## config.mk

```make
export PLATFORM = sky130hd
export DESIGN_NAME = avmm_gpio_flat
export DESIGN_NICKNAME = d
export VERILOG_FILES = /design/src/rtl/avmm_gpio_pkg.sv /design/src/rtl/avmm_gpio_if.sv /design/src/rtl/avmm_gpio_sync.sv /design/src/rtl/avmm_gpio.sv /design/src/flat_wrapper.sv
export SDC_FILE = /design/constraint.sdc
export NUM_CORES = 1
export LEC_CHECK = 0
export ABC_AREA = 1
export CORE_ASPECT_RATIO = 0.6
export CORE_UTILIZATION = 35
export DETAILED_ROUTE_END_ITERATION = 6
export GPL_TIMING_DRIVEN = 0
export SLEW_MARGIN = 20
export SYNTH_ARGS = -nofsm -noshare
export SYNTH_HDL_FRONTEND = slang
export SYNTH_HIERARCHICAL = 1
export SYNTH_SLANG_ARGS = --single-unit
```

## constraint.sdc

```tcl
create_clock -name clk_clk -period 1.8 [get_ports clk_clk]
set_clock_uncertainty 0.2 [all_clocks]
set_input_delay 0.27 -clock clk_clk [delete_from_list [all_inputs] [get_ports clk_clk]]
set_output_delay 0.27 -clock clk_clk [all_outputs]
set_load 0.02 [all_outputs]
```

## src/rtl/avmm_gpio_pkg.sv

```systemverilog
// ecu_gpio_pkg -- shared constants for the Avalon-MM GPIO block.
//   MAX_WIDTH : widest supported GPIO bank (one 32-bit data word)
//   ADDR_W    : width of the word address on the register bus
//   DATA_W    : width of the register bus data
//   reg_off_e : word offsets of the eight registers
package ecu_gpio_pkg;

  localparam int MAX_WIDTH = 32;
  localparam int ADDR_W    = 3;
  localparam int DATA_W    = 32;

  typedef enum logic [ADDR_W-1:0] {
    REG_DATA     = 3'd0,
    REG_DIR      = 3'd1,
    REG_IRQ_MASK = 3'd2,
    REG_EDGE_CAP = 3'd3,
    REG_OUTSET   = 3'd4,
    REG_OUTCLR   = 3'd5,
    REG_RISE_EN  = 3'd6,
    REG_FALL_EN  = 3'd7
  } reg_off_e;

endpackage

```

## src/rtl/avmm_gpio_if.sv

```systemverilog
// avmm_gpio_if -- Avalon-MM slave register bus for the GPIO block.
//   avs_address       : word address (master -> slave)
//   avs_read          : single-cycle read strobe (master -> slave)
//   avs_write         : single-cycle write strobe (master -> slave)
//   avs_writedata     : write data (master -> slave)
//   avs_readdata      : registered read data (slave -> master)
//   avs_readdatavalid : read data qualifier (slave -> master)
//
// Handshake: there is no waitrequest, so every strobe is accepted in the
// cycle it is high. Each accepted read produces exactly one cycle of
// avs_readdatavalid on the following cycle, with avs_readdata valid in that
// same cycle. Read and write may be asserted together; the read returns the
// register contents from before the write.
interface avmm_gpio_if;
  import ecu_gpio_pkg::*;

  logic [ADDR_W-1:0] avs_address;
  logic              avs_read;
  logic              avs_write;
  logic [DATA_W-1:0] avs_writedata;
  logic [DATA_W-1:0] avs_readdata;
  logic              avs_readdatavalid;

  modport master (
    output avs_address, avs_read, avs_write, avs_writedata,
    input  avs_readdata, avs_readdatavalid
  );

  modport slave (
    input  avs_address, avs_read, avs_write, avs_writedata,
    output avs_readdata, avs_readdatavalid
  );

endinterface

```

## src/rtl/avmm_gpio_sync.sv

```systemverilog
// gpio_sync -- multi-flop synchroniser for asynchronous GPIO pins.
//   clk     : sampling clock
//   rst     : synchronous active-high reset, clears every stage
//   i_async : asynchronous pin inputs
//   o_sync  : pins after STAGES flops, safe to use in the clk domain
module gpio_sync #(
  parameter int WIDTH  = 10,
  parameter int STAGES = 2
) (
  input  logic             clk,
  input  logic             rst,
  input  logic [WIDTH-1:0] i_async,
  output logic [WIDTH-1:0] o_sync
);

  logic [WIDTH-1:0] r_stage [STAGES];

  always_ff @(posedge clk) begin
    if (rst) begin
      for (int i = 0; i < STAGES; i++) r_stage[i] <= '0;
    end else begin
      r_stage[0] <= i_async;
      for (int i = 1; i < STAGES; i++) r_stage[i] <= r_stage[i-1];
    end
  end

  assign o_sync = r_stage[STAGES-1];

endmodule

```

## src/rtl/avmm_gpio.sv

```systemverilog
// avmm_gpio -- Avalon-MM GPIO bank with direction control, set/clear
// output aliases and edge-capture interrupts.
//   clk_clk     : sole clock, rising edge
//   reset_reset : synchronous active-high reset
//   avs         : register bus (slave side), 1-cycle read latency
//   gpio_in     : asynchronous pin inputs
//   gpio_out    : output data register
//   gpio_oe     : per-bit output enable (1 = drive), mirrors DIR
//   irq         : registered level interrupt, |(EDGE_CAP & IRQ_MASK)
// WIDTH must lie in 1..32 and SYNC_STAGES in 2..4.
module avmm_gpio
  import ecu_gpio_pkg::*;
#(
  parameter int               WIDTH       = 10,
  parameter logic [WIDTH-1:0] OUT_RESET   = '0,
  parameter int               SYNC_STAGES = 2
) (
  input  logic             clk_clk,
  input  logic             reset_reset,
  avmm_gpio_if.slave       avs,
  input  logic [WIDTH-1:0] gpio_in,
  output logic [WIDTH-1:0] gpio_out,
  output logic [WIDTH-1:0] gpio_oe,
  output logic             irq
);

  logic [WIDTH-1:0]  r_out;
  logic [WIDTH-1:0]  r_dir;
  logic [WIDTH-1:0]  r_irq_mask;
  logic [WIDTH-1:0]  r_edge_cap;
  logic [WIDTH-1:0]  r_rise_en;
  logic [WIDTH-1:0]  r_fall_en;
  logic [WIDTH-1:0]  r_hist;
  logic              r_irq;
  logic [DATA_W-1:0] r_readdata;
  logic              r_readdatavalid;

  logic [WIDTH-1:0]  w_sync;
  logic [WIDTH-1:0]  w_wdata;
  logic [WIDTH-1:0]  w_rise;
  logic [WIDTH-1:0]  w_fall;
  logic [WIDTH-1:0]  w_new_edge;
  logic [WIDTH-1:0]  w_cap_clr;
  logic [WIDTH-1:0]  w_cap_next;
  logic [WIDTH-1:0]  w_rd_val;
  logic [DATA_W-1:0] w_rd_word;
  reg_off_e          w_addr;
  logic              w_unused_wdata;

  gpio_sync #(
    .WIDTH  (WIDTH),
    .STAGES (SYNC_STAGES)
  ) u_sync (
    .clk     (clk_clk),
    .rst     (reset_reset),
    .i_async (gpio_in),
    .o_sync  (w_sync)
  );

  assign w_addr  = reg_off_e'(avs.avs_address);
  assign w_wdata = avs.avs_writedata[WIDTH-1:0];
  // Bits WIDTH..31 of writedata are deliberately ignored.
  assign w_unused_wdata = &{1'b0, avs.avs_writedata};

  // Edges are taken between the synchroniser output and one extra history
  // flop; output-direction bits never capture.
  assign w_rise     = w_sync & ~r_hist;
  assign w_fall     = ~w_sync & r_hist;
  assign w_new_edge = ((w_rise & r_rise_en) | (w_fall & r_fall_en)) & ~r_dir;

  // Write-1-to-clear; a fresh edge on the same bit overrides the clear.
  assign w_cap_clr  = (avs.avs_write && w_addr == REG_EDGE_CAP) ? w_wdata : '0;
  assign w_cap_next = (r_edge_cap & ~w_cap_clr) | w_new_edge;

  always_comb begin
    w_rd_val = '0;
    case (w_addr)
      // Input bits come from the synchroniser, never straight from the pins.
      REG_DATA:     w_rd_val = (w_sync & ~r_dir) | (r_out & r_dir);
      REG_DIR:      w_rd_val = r_dir;
      REG_IRQ_MASK: w_rd_val = r_irq_mask;
      REG_EDGE_CAP: w_rd_val = r_edge_cap;
      REG_OUTSET:   w_rd_val = '0;
      REG_OUTCLR:   w_rd_val = '0;
      REG_RISE_EN:  w_rd_val = r_rise_en;
      REG_FALL_EN:  w_rd_val = r_fall_en;
      default:      w_rd_val = '0;
    endcase
    w_rd_word = '0;
    w_rd_word[WIDTH-1:0] = w_rd_val;
  end

  always_ff @(posedge clk_clk) begin
    if (reset_reset) begin
      r_out           <= OUT_RESET;
      r_dir           <= '0;
      r_irq_mask      <= '0;
      r_edge_cap      <= '0;
      r_rise_en       <= '0;
      r_fall_en       <= '0;
      r_hist          <= '0;
      r_irq           <= 1'b0;
      r_readdata      <= '0;
      r_readdatavalid <= 1'b0;
    end else begin
      if (avs.avs_write) begin
        case (w_addr)
          REG_DATA:     r_out      <= w_wdata;
          REG_DIR:      r_dir      <= w_wdata;
          REG_IRQ_MASK: r_irq_mask <= w_wdata;
          REG_OUTSET:   r_out      <= r_out | w_wdata;
          REG_OUTCLR:   r_out      <= r_out & ~w_wdata;
          REG_RISE_EN:  r_rise_en  <= w_wdata;
          REG_FALL_EN:  r_fall_en  <= w_wdata;
          default:      ; // EDGE_CAP clear is folded into w_cap_next
        endcase
      end
      r_hist          <= w_sync;
      r_edge_cap      <= w_cap_next;
      r_irq           <= |(r_edge_cap & r_irq_mask);
      r_readdatavalid <= avs.avs_read;
      // The mux sees pre-write register values, so a same-cycle read
      // returns the old contents.
      if (avs.avs_read) r_readdata <= w_rd_word;
    end
  end

  assign gpio_out              = r_out;
  assign gpio_oe               = r_dir;
  assign irq                   = r_irq;
  assign avs.avs_readdata      = r_readdata;
  assign avs.avs_readdatavalid = r_readdatavalid;

endmodule
```

## src/flat_wrapper.sv

```systemverilog
// flat-port wrapper written by rule: the top's interface ports become plain ports
module avmm_gpio_flat import ecu_gpio_pkg::*;
#(
  parameter int               WIDTH       = 10,
  parameter logic [WIDTH-1:0] OUT_RESET   = '0,
  parameter int               SYNC_STAGES = 2
)
  (clk_clk, reset_reset, gpio_in, gpio_out, gpio_oe, irq, avs_avs_address, avs_avs_read, avs_avs_write, avs_avs_writedata, avs_avs_readdata, avs_avs_readdatavalid);
  avmm_gpio_if avs_i ();
  input  logic clk_clk;
  input  logic reset_reset;
  input  logic [WIDTH-1:0] gpio_in;
  output logic [WIDTH-1:0] gpio_out;
  output logic [WIDTH-1:0] gpio_oe;
  output logic irq;
  input wire logic [$bits(avs_i.avs_address)-1:0] avs_avs_address;
  input wire logic [$bits(avs_i.avs_read)-1:0] avs_avs_read;
  input wire logic [$bits(avs_i.avs_write)-1:0] avs_avs_write;
  input wire logic [$bits(avs_i.avs_writedata)-1:0] avs_avs_writedata;
  output wire logic [$bits(avs_i.avs_readdata)-1:0] avs_avs_readdata;
  output wire logic [$bits(avs_i.avs_readdatavalid)-1:0] avs_avs_readdatavalid;
  assign avs_i.avs_address = avs_avs_address;
  assign avs_i.avs_read = avs_avs_read;
  assign avs_i.avs_write = avs_avs_write;
  assign avs_i.avs_writedata = avs_avs_writedata;
  assign avs_avs_readdata = avs_i.avs_readdata;
  assign avs_avs_readdatavalid = avs_i.avs_readdatavalid;
  avmm_gpio #(.WIDTH(WIDTH), .OUT_RESET(OUT_RESET), .SYNC_STAGES(SYNC_STAGES)) u_core (.clk_clk(clk_clk), .reset_reset(reset_reset), .avs(avs_i), .gpio_in(gpio_in), .gpio_out(gpio_out), .gpio_oe(gpio_oe), .irq(irq));
endmodule
```

==> results.txt <==
CTS tree = done
Crit Path Max Fanout = 2
total grt overflow = 0
first-pass GRT wire length = 23750 um
Synth area leader = dfxtp_1
initial antenna violation count = 0
Critical Path AT = 1.27 ns
wirelength, routed = 15490 um
Layout Nets = 766
Pre-Repair DR Iteration Count = 5
sequential fraction of the synthesis area = 43.89%
Unique masters post-synth = 26
Residual DRC = 0
FF+latch count, synth = 102
asr flop ratio synth = 0%
crit path capture type = primary output
Initial Utilization = 36.08%
Synth Instances = 626
YS warnings = 6
Final setup viols = 0
HPWL after detailed placement = 10860 um
Critical Path RT = 1.33 ns
Placed Cells incl. Taps = 871
RSZ-0062 raised after global routing = no
Filler cells = 1346
top cells by area, synth = dfxtp_1 44%, o21ai_0 8.6%, a21oi_1 7.5%
multi-input combinational cell area = 0.001894 sq mm
clock sinks = 102
final antenna-violating net count = 0
share of cells above drive strength 1 = 11.67%
Max Buffers Root-to-Sink = 2
Ports = 103
Slew Limit Fails = 0
RD Place Congestion = 0.8959
outcome = complete, no violations
Mapped Area = 0.004652 sq mm
Hold Crit Class = input pin to flip-flop
Num CTS Buffers = 9
Die Height = 91.30 um
PwrDens = 844.2 mW/mm^2
final number of hold-violating endpoints = 0
antenna cell count = 0
vias in the first global route = 4268
Buffers & Inverters on Critical Path = 1
clock root buffer = clkbuf_16
FP Rows = 32
H-tree depth = 3
cells along the critical path = clkdlybuf4s50_1
Total Power = 4.899 mW
cell with the most instances after synthesis = dfxtp_1
clk slew on worst S/H paths = 0.07 ns
Die Span X = 150.8 um
core area = 0.01289 sq mm
critical path type = flip-flop to primary output
largest net degree at the start of global routing = 16
Slew headroom = 51.78%
FMAX = 574.2 MHz
post-route insts no fill = 890
main flop type after synthesis = dfxtp_1
maximum vdd drop = 0.4421 mV
fin util = 45.01%
I/O Buffers = 54
worst hold slack = 0.09524 ns
top post-synthesis cells by count = 102 x dfxtp_1, 81 x inv_1, 80 x o21ai_0, 70 x a21oi_1, 62 x nor2_1
full die area = 0.01377 sq mm
DR vias/cell = 5.029
max cap viols = 0
crit start category = flip-flop
Iter 0 DRT Violations = 560
Leak Pwr = 2.478 nW
Avg Inst Size Synth = 7.431 sq um
clk_lat worst skew = 0.34 ns
Tmin final = 1.742 ns
GRT Total Usage = 23.36%
Largest stage delay, worst path = 0.60 ns
Post-synth EDFFs = 0
WL per Instance = 17.40 um
Yosys top cell area share = 43.89%
detailed-route via count = 4476
Slowest cell on crit path = clkdlybuf4s50_1
Slew @ Worst Pin = 0.7233 ns
Final Cycle Share = 96.76%
Sequential cell area = 0.002042 sq mm
top cell family by delay on the critical path = buffers and inverters
Final TNS setup = 0 ns
P&R area growth vs syn = 24.74%
-- registers in the layout (all words and copies together), names as in the netlist --
name,cells
u_core/avs.avs_readdata,10
u_core/avs.avs_readdatavalid,1
u_core/gpio_oe,10
u_core/gpio_out,10
u_core/irq,1
u_core/r_edge_cap,10
u_core/r_fall_en,10
u_core/r_hist,10
u_core/r_irq_mask,10
u_core/r_rise_en,10
u_core/u_sync/r_stage,20
-- cell type report --
cell class	count	area share, %
Buffer	69	8.150
Clock buffer	10	3.946
Clock inverter	4	0.8624
Inverter	86	5.649
Multi-Input combinational cell	390	32.64
Sequential cell	102	35.19
Tap cell	170	3.665
Timing Repair Buffer	59	9.897
-- where the power goes --
group | internal, mW | leakage (nW) | switching [mW] | total [mW]
logic | 0.230 | 1.52 | 0.401 | 0.631
registers | 2.33 | 0.831 | 0.0493 | 2.38
clock network | 1.06 | 0.130 | 0.824 | 1.89
total | 3.63 | 2.48 | 1.27 | 4.90
-- metrics by stage --
step | worst slack [ns] | cell area, sq um
2_1_floorplan | 0.4637 | 4731
3_3_place_gp | -0.5080 | 5484
3_5_place_dp | -0.6082 | 5484
4_1_cts | 0.002645 | 5786
6_report | 0.05831 | 5803
5_1_grt | 0.001087 | 5803
-- cell families after synthesis --
family	Yosys count	synth area share, %
AND/OR/NAND/NOR	197	20.15
AO/OA/AOI/OAI	171	18.80
buffers and inverters	155	17.08
flip-flops	102	43.89
other	1	0.08061
-- placed cells by master, fill, tap and decap left out, types with 5 or more instances in the layout --
cell type and instances:
buf_4 43, o31ai_1 7, clkdlybuf4s50_1 34, a21oi_1 70, dlymetal6s2s_1 5, dfxtp_1 102
buf_6 7, nand4_1 35, o21ai_1 13, nand2_1 60, nor2_1 62, conb_1 22
o21ai_0 80, dlygate4sd2_1 15, nand3_1 27, inv_1 81, clkbuf_1 14, buf_2 6
clkbuf_16 9
-- per-layer routing --
metal | vias up | track usage [%] | wire length [um]
met2 | 203 | 35.44 | 6610
met4 | 0 | 5.333 | 195
met3 | 16 | 5.779 | 1593
met5 | - | 0 | 0
li1 | 2193 | - | -
met1 | 2064 | 33.00 | 7085
-- path summary, 6_finish.rpt --
| path | end | depth (start not counted) | from | slack, ns |
|---|---|---|---|---|
| worst max-delay path | avs_avs_readdata[9] | 1 | u_core/avs.avs_readdata[9]$_SDFFE_PP0P_ | 0.06 |
| worst min-delay path | u_core/r_edge_cap[0]$_SDFF_PP0_ | 2 | reset_reset | 0.1 |
| worst max register to register | u_core/avs.avs_readdata[5]$_SDFFE_PP0P_ | 7 | u_core/u_sync/r_stage[0][15]$_SDFF_PP0_ | 0.42 |
| worst min register to register | u_core/u_sync/r_stage[0][11]$_SDFF_PP0_ | 2 | u_core/u_sync/r_stage[0][1]$_SDFF_PP0_ | 0.20 |
-- timing repair --
item	CTS	global route
gates resized for setup	16	10
pin swaps	2	0
hold buffers	1	0
buffers inserted	4	0
endpoints found under the hold margin	20	0
setup endpoints to repair	35	10
No activity file was read; power rests on OpenSTA's default activity.
==> patch 1, RTL diff (config.mk and constraints unchanged) <==
Remove the register `r_irq`: a continuous assignment takes its place, so the output `irq` follows one clock earlier.
--- a/src/rtl/avmm_gpio.sv
+++ b/src/rtl/avmm_gpio.sv
@@ -101,3 +101,2 @@
       r_hist          <= '0;
-      r_irq           <= 1'b0;
       r_readdata      <= '0;
@@ -119,3 +118,2 @@
       r_edge_cap      <= w_cap_next;
-      r_irq           <= |(r_edge_cap & r_irq_mask);
       r_readdatavalid <= avs.avs_read;
@@ -126,2 +124,4 @@
   end
+
+  assign r_irq = |(r_edge_cap & r_irq_mask);
 
Behaviour: not the same (Yosys sat finds a counterexample within 4 cycles, from zero or initial values and one cycle with reset_reset high).
==> patch 1 against the original RTL <==
The run now ends with DRC, setup timing left. Design area up 2.5%. Register-to-register slack better by 70 ps. Power up 1.1%. Clock power up 5%. Critical path type unchanged. Sequential cell count down 1. Synthesized cell count up 1.4%. Utilization up 0.70 points. Routed wire length down 0.42%. Setup slack worse by 160 ps. Non-clock buffer count unchanged. Area after synthesis up 1.4%. Final cell count up 1.0%.
==> patch 1: results (changes against the original RTL) <==
STA
  – Worst slew pin tran: 784.4 ps (was 723.3 ps)
  – Final setup fails: 1 (was 0)
  – Worst setup margin: -99.35 ps (was 58.31 ps)

Global routing
  – Initial antenna violation count: 0 (unchanged)
  – First-pass GRT wire length: 24360 um (was 23750 um)
  – Vias in the first global route: 4408 (was 4268)
  – Pin count of the biggest net entering global routing: 20 (was 16)
  – GRT Util Overall: 22.94% (was 23.36%)

Cells and area
  – Layout cells sized above 1: 13.99% (was 11.67%)
  – Largest Register: u_core/u_sync/r_stage (unchanged)
  – Max FFs per register: 20 (unchanged)
  – Layout net count: 773 (was 766)
  – Non-Filler Instances: 899 (was 890)
  – N_diodes: 0 (unchanged)

Place
  – Gp weighted congestion: 0.9503 (was 0.8959)
  – DP Cell Count: 882 (was 871)
  – Final HPWL DP: 11800 um (was 10860 um)
  – Port Buf Inserts: 56 (was 54)

Routing
  – DRC: 11 (was 0)
  – Routed vias: 4685 (was 4476)
  – Drt first pass iters: 7 (was 5)
  – Total wire length: 15420 um (was 15490 um)
  – 1st-iter DRT viols: 352 (was 560)

Setup path
  – CP Launch Point: u_core/r_irq_mask[3] (was u_core/avs.avs_readdata[9])
  – CP max FO: 3 (was 2)
  – Worst r2r src: u_core/u_sync/r_stage[0][17] (was u_core/u_sync/r_stage[0][15])
  – Crit path arrival time: 1430 ps (was 1270 ps)
  – Setup Crit Path Kind: flop to output port (unchanged)

Worst hold path
  – Worst Hold Class: input pin to flop (unchanged)
  – Hold Startpoint: reset_reset (unchanged)

Status
  – Run status: finished, violations left (was finished, final reports clean)
  – Failing checks: DRC, setup timing

Logic synthesis
  – Post-synth top cells: dfxtp_1 (101), nor2_1 (94), nand2_1 (78) (was dfxtp_1 (102), inv_1 (81), o21ai_0 (80))
  – Post-synthesis mux area share: 0% (unchanged)
  – Syn. warnings: 6 (unchanged)
  – Synth area leaders: dfxtp_1 (43%), nand4_1 (7.6%), nor2_1 (7.5%) (was dfxtp_1 (44%), o21ai_0 (8.6%), a21oi_1 (7.5%))
  – Post-synthesis average cell area: 7.430 um2 (was 7.431 um2)
  – Adder-Cell Fraction of Synth Area: 0% (unchanged)
  – Compound-Gate Fraction of Synth Area: 15.51% (was 18.80%)
  – Synth async-reset ratio: 0% (unchanged)
  – Post-synth cell types: 29 (was 26)
  – Xor/xnor share of the synthesized area: 0% (unchanged)
  – Sequential area share after synthesis: 42.85% (was 43.89%)

Clock tree
  – CTS Buffer Depth: 2 (unchanged)
  – Total CTS buffers: 9 (unchanged)
  – Clk_lat worst skew: roughly 350 ps
  – CTS root buffer: clkbuf_16 (unchanged)
  – Worst-path clk slew: ~80 ps
  – # H-tree levels: 3 (unchanged)

Power
  – Leakage: 2.566 nW (was 2.478 nW)
  – Maximum vdd drop: 0.3884 mV (was 0.4421 mV)
  – Psw: 1.408 mW (was 1.274 mW)
## patch 1: cell count changes after synthesis, moves of 6 or more
cell and delta:
a211oi_1 +23, a21oi_1 -31, a31oi_1 +12, buf_2 +9, inv_1 -6, nand2_1 +18, nand3_1 -10, nand4_1 +22
nor2_1 +32, o21ai_0 -44, o21ai_1 -11
## patch 1: worst paths after layout
check | endpoint | slack, ps | cells after the start
min | u_core/r_rise_en[6] | 140 | 2
max reg2reg | u_core/avs.avs_readdata[7] | 490 | 7
max | irq | -100 | 5
min reg2reg | u_core/u_sync/r_stage[0][19] | 210 | 2
## patch 1: layer usage
| metal | wire [um] | track usage (%) | vias to the layer above |
|---|---|---|---|
| met3 | 1199 | 4.253 | 25 |
| met1 | 7555 | 32.99 | 2205 |
| met4 | 275 | 7.993 | 0 |
| met2 | 6389 | 34.07 | 210 |
| met5 | 0 | 0 | - |
| li1 | - | - | 2245 |
## patch 1: cells by family (layout without fill, tap and decap cells)
logic type             Yosys count  after routing
and+or+nand+nor                262            262
other                            1             22
AOI/OAI and AO/OA              122            122
DFF                            101            101
buffers and inverters          149            222
## patch 1: metrics by stage
step	worst slack (ps)	cell area (um2)	hold slack (ps)	total power [mW]	TNS (ps)
6_report	-99.35	5948	138.2	4.953	-99.35
5_1_grt	-146.0	5948	188.0	5.151	-146.0
2_1_floorplan	447.1	4797	177.0	2.767	0
3_5_place_dp	-465.5	5570	194.9	3.018	-21990
3_3_place_gp	-401.1	5570	193.0	3.007	-20550
4_1_cts	-120.2	5871	122.1	4.982	-120.2
## patch 1: area by class of cell
class	count	area (um2)
clock buffer	10	239.0
buffer	71	467.9
fill	1334	7064
tap	170	212.7
inverter	78	292.8
sequential	101	2027
clock inverter	6	65.06
multi-input combinational	406	2078
timing repair buffer	57	565.5
## patch 1: worst max-delay path, cell delays in order, from the launching register on
cell,delay [ps]
dfxtp_1,340
nand2_2,100
nand3_4,110
a211oi_4,280
nand3_2,110
buf_6,140
## patch 1: what timing repair did
| action | CTS | global route |
|---|---|---|
| endpoints found under the setup margin | 32 | 38 |
| buffers inserted | 0 | 0 |
| pin swaps | 1 | 5 |
| gates resized for setup | 27 | 23 |
| hold endpoints to repair | 20 | 0 |
| gates cloned | 0 | 0 |
| hold buffers | 1 | 0 |
## patch 1: power groups by stage
stage,Sequential (mW),Combinational [mW],Clock [mW]
2_1_floorplan,2.42,0.350,0
3_3_place_gp,2.40,0.604,0
3_5_place_dp,2.40,0.613,0
4_1_cts,2.35,0.608,2.02
5_1_grt,2.36,0.672,2.12
6_report,2.35,0.623,1.98
==> patch 2, RTL diff (same settings) <==
Made on the original files. `WIDTH` is set to 10 in 3 places; all go to 20.
--- a/src/rtl/avmm_gpio_sync.sv
+++ b/src/rtl/avmm_gpio_sync.sv
@@ -6,3 +6,3 @@
 module gpio_sync #(
-  parameter int WIDTH  = 10,
+  parameter int WIDTH  = 20,
   parameter int STAGES = 2
--- a/src/rtl/avmm_gpio.sv
+++ b/src/rtl/avmm_gpio.sv
@@ -13,3 +13,3 @@
 #(
-  parameter int               WIDTH       = 10,
+  parameter int               WIDTH       = 20,
   parameter logic [WIDTH-1:0] OUT_RESET   = '0,
--- a/src/flat_wrapper.sv
+++ b/src/flat_wrapper.sv
@@ -3,3 +3,3 @@
 #(
-  parameter int               WIDTH       = 10,
+  parameter int               WIDTH       = 20,
   parameter logic [WIDTH-1:0] OUT_RESET   = '0,
Ports: changed (resized gpio_in, gpio_oe and gpio_out); port bits go from 103 to 133. No check against the original RTL was run, so the function may have changed too.
==> patch 2 against the original RTL <==
Setup slack worse by 31 ps. Sequential power increased by 98%. Sequential cell count up 100. Design area is 96% higher. Via count is 98% higher. Non-clock buffer count increased by 93. Power increased by 120%. Area after synthesis is 93% higher. Routed wire length rose by 120%. Largest power group is now clock.
==> patch 2: results (changes against the original RTL) <==
Status
  – Run status: finished, final reports clean (unchanged)

Power
  – Sw Share: 25.45% (was 26.01%)
  – Clock network power share: 45.6% (was 38.5%)
  – Maximum vdd drop: 0.4843 mV (was 0.4421 mV)
  – Psw: 2.757 mW (was 1.274 mW)
  – Comb pwr share: 10.9% (was 12.9%)

Place
  – Port Buf Inserts: 105 (was 54)
  – DP Cell Count: 1657 (was 871)
  – Setup WS pre-CTS: -761.3 ps (was -608.2 ps)
  – Final HPWL DP: 23640 um (was 10860 um)

Cells and area
  – Core Util, Final: 46.20% (was 45.01%)
  – Register Area: 0.004045 mm2 (was 0.002042 mm2)
  – Non-clk bufs: 221 (was 128)
  – Max FFs per register: 40 (was 20)
  – Final clock-cell share: 6.842% (was 4.808%)
  – CLK BUF: 28 (was 10)
  – Share of cell area taken by multi-input logic gates: 34.69% (was 32.64%)

Routing
  – Routed vias: 8870 (was 4476)
  – Met3 WL: 4556 um (was 1593 um)
  – Wire per inst: 19.62 um (was 17.40 um)
  – Met2 Routed Length: 12430 um (was 6610 um)

Logic synthesis
  – Synth area leaders: dfxtp_1 (45%), nor2_1 (8.8%), nand2_1 (8.5%) (was dfxtp_1 (44%), o21ai_0 (8.6%), a21oi_1 (7.5%))
  – Post-synth top cells: nor2_1 (209), nand2_1 (203), dfxtp_1 (202) (was dfxtp_1 (102), inv_1 (81), o21ai_0 (80))

Global routing
  – GR Util met3: 7.506% (was 5.779%)
  – First-pass GRT wire length: 49100 um (was 23750 um)
  – Vias in the first global route: 7940 (was 4268)
  – Met2 usage: 32.72% (was 35.44%)
  – GRT Util Overall: 24.86% (was 23.36%)
  – Met1 Track Usage GR: 38.80% (was 33.00%)

STA
  – Slew Limit Headroom: 20.67% (was 51.78%)
patch 2: kinds of logic after synthesis:
kind of cell / share of synthesized area (%)
simple gates: 26.04
buf+inv: 12.65
compound gates: 16.15
flops: 45.12
other cells: 0.04184
patch 2: repair_timing:
item,CTS,global route
hold buffers,1,0
endpoints found under the hold margin,40,0
setup endpoints to repair,128,106
buffers inserted,0,5
pin swaps,0,6
resized for setup,97,60
patch 2: final timing paths:
check / endpoint / slack, ps / cells after the start / startpoint
worst max register to register: u_core/avs.avs_readdata[8] / 340 / 7 / u_core/gpio_oe[8]
worst min register to register: u_core/u_sync/r_stage[0][31] / 200 / 2 / u_core/u_sync/r_stage[0][11]
worst min-delay path: u_core/u_sync/r_stage[0][9] / 80 / 3 / gpio_in[9]
worst max-delay path: u_core/avs.avs_readdata[8] / 30 / 8 / avs_avs_address[2]
patch 2: worst max-delay path: cells and delay by family:
family / cells / cell delay, ps
buffers and inverters: 4 / 1030
AO/OA/AOI/OAI: 2 / 370
AND/OR/NAND/NOR: 2 / 250
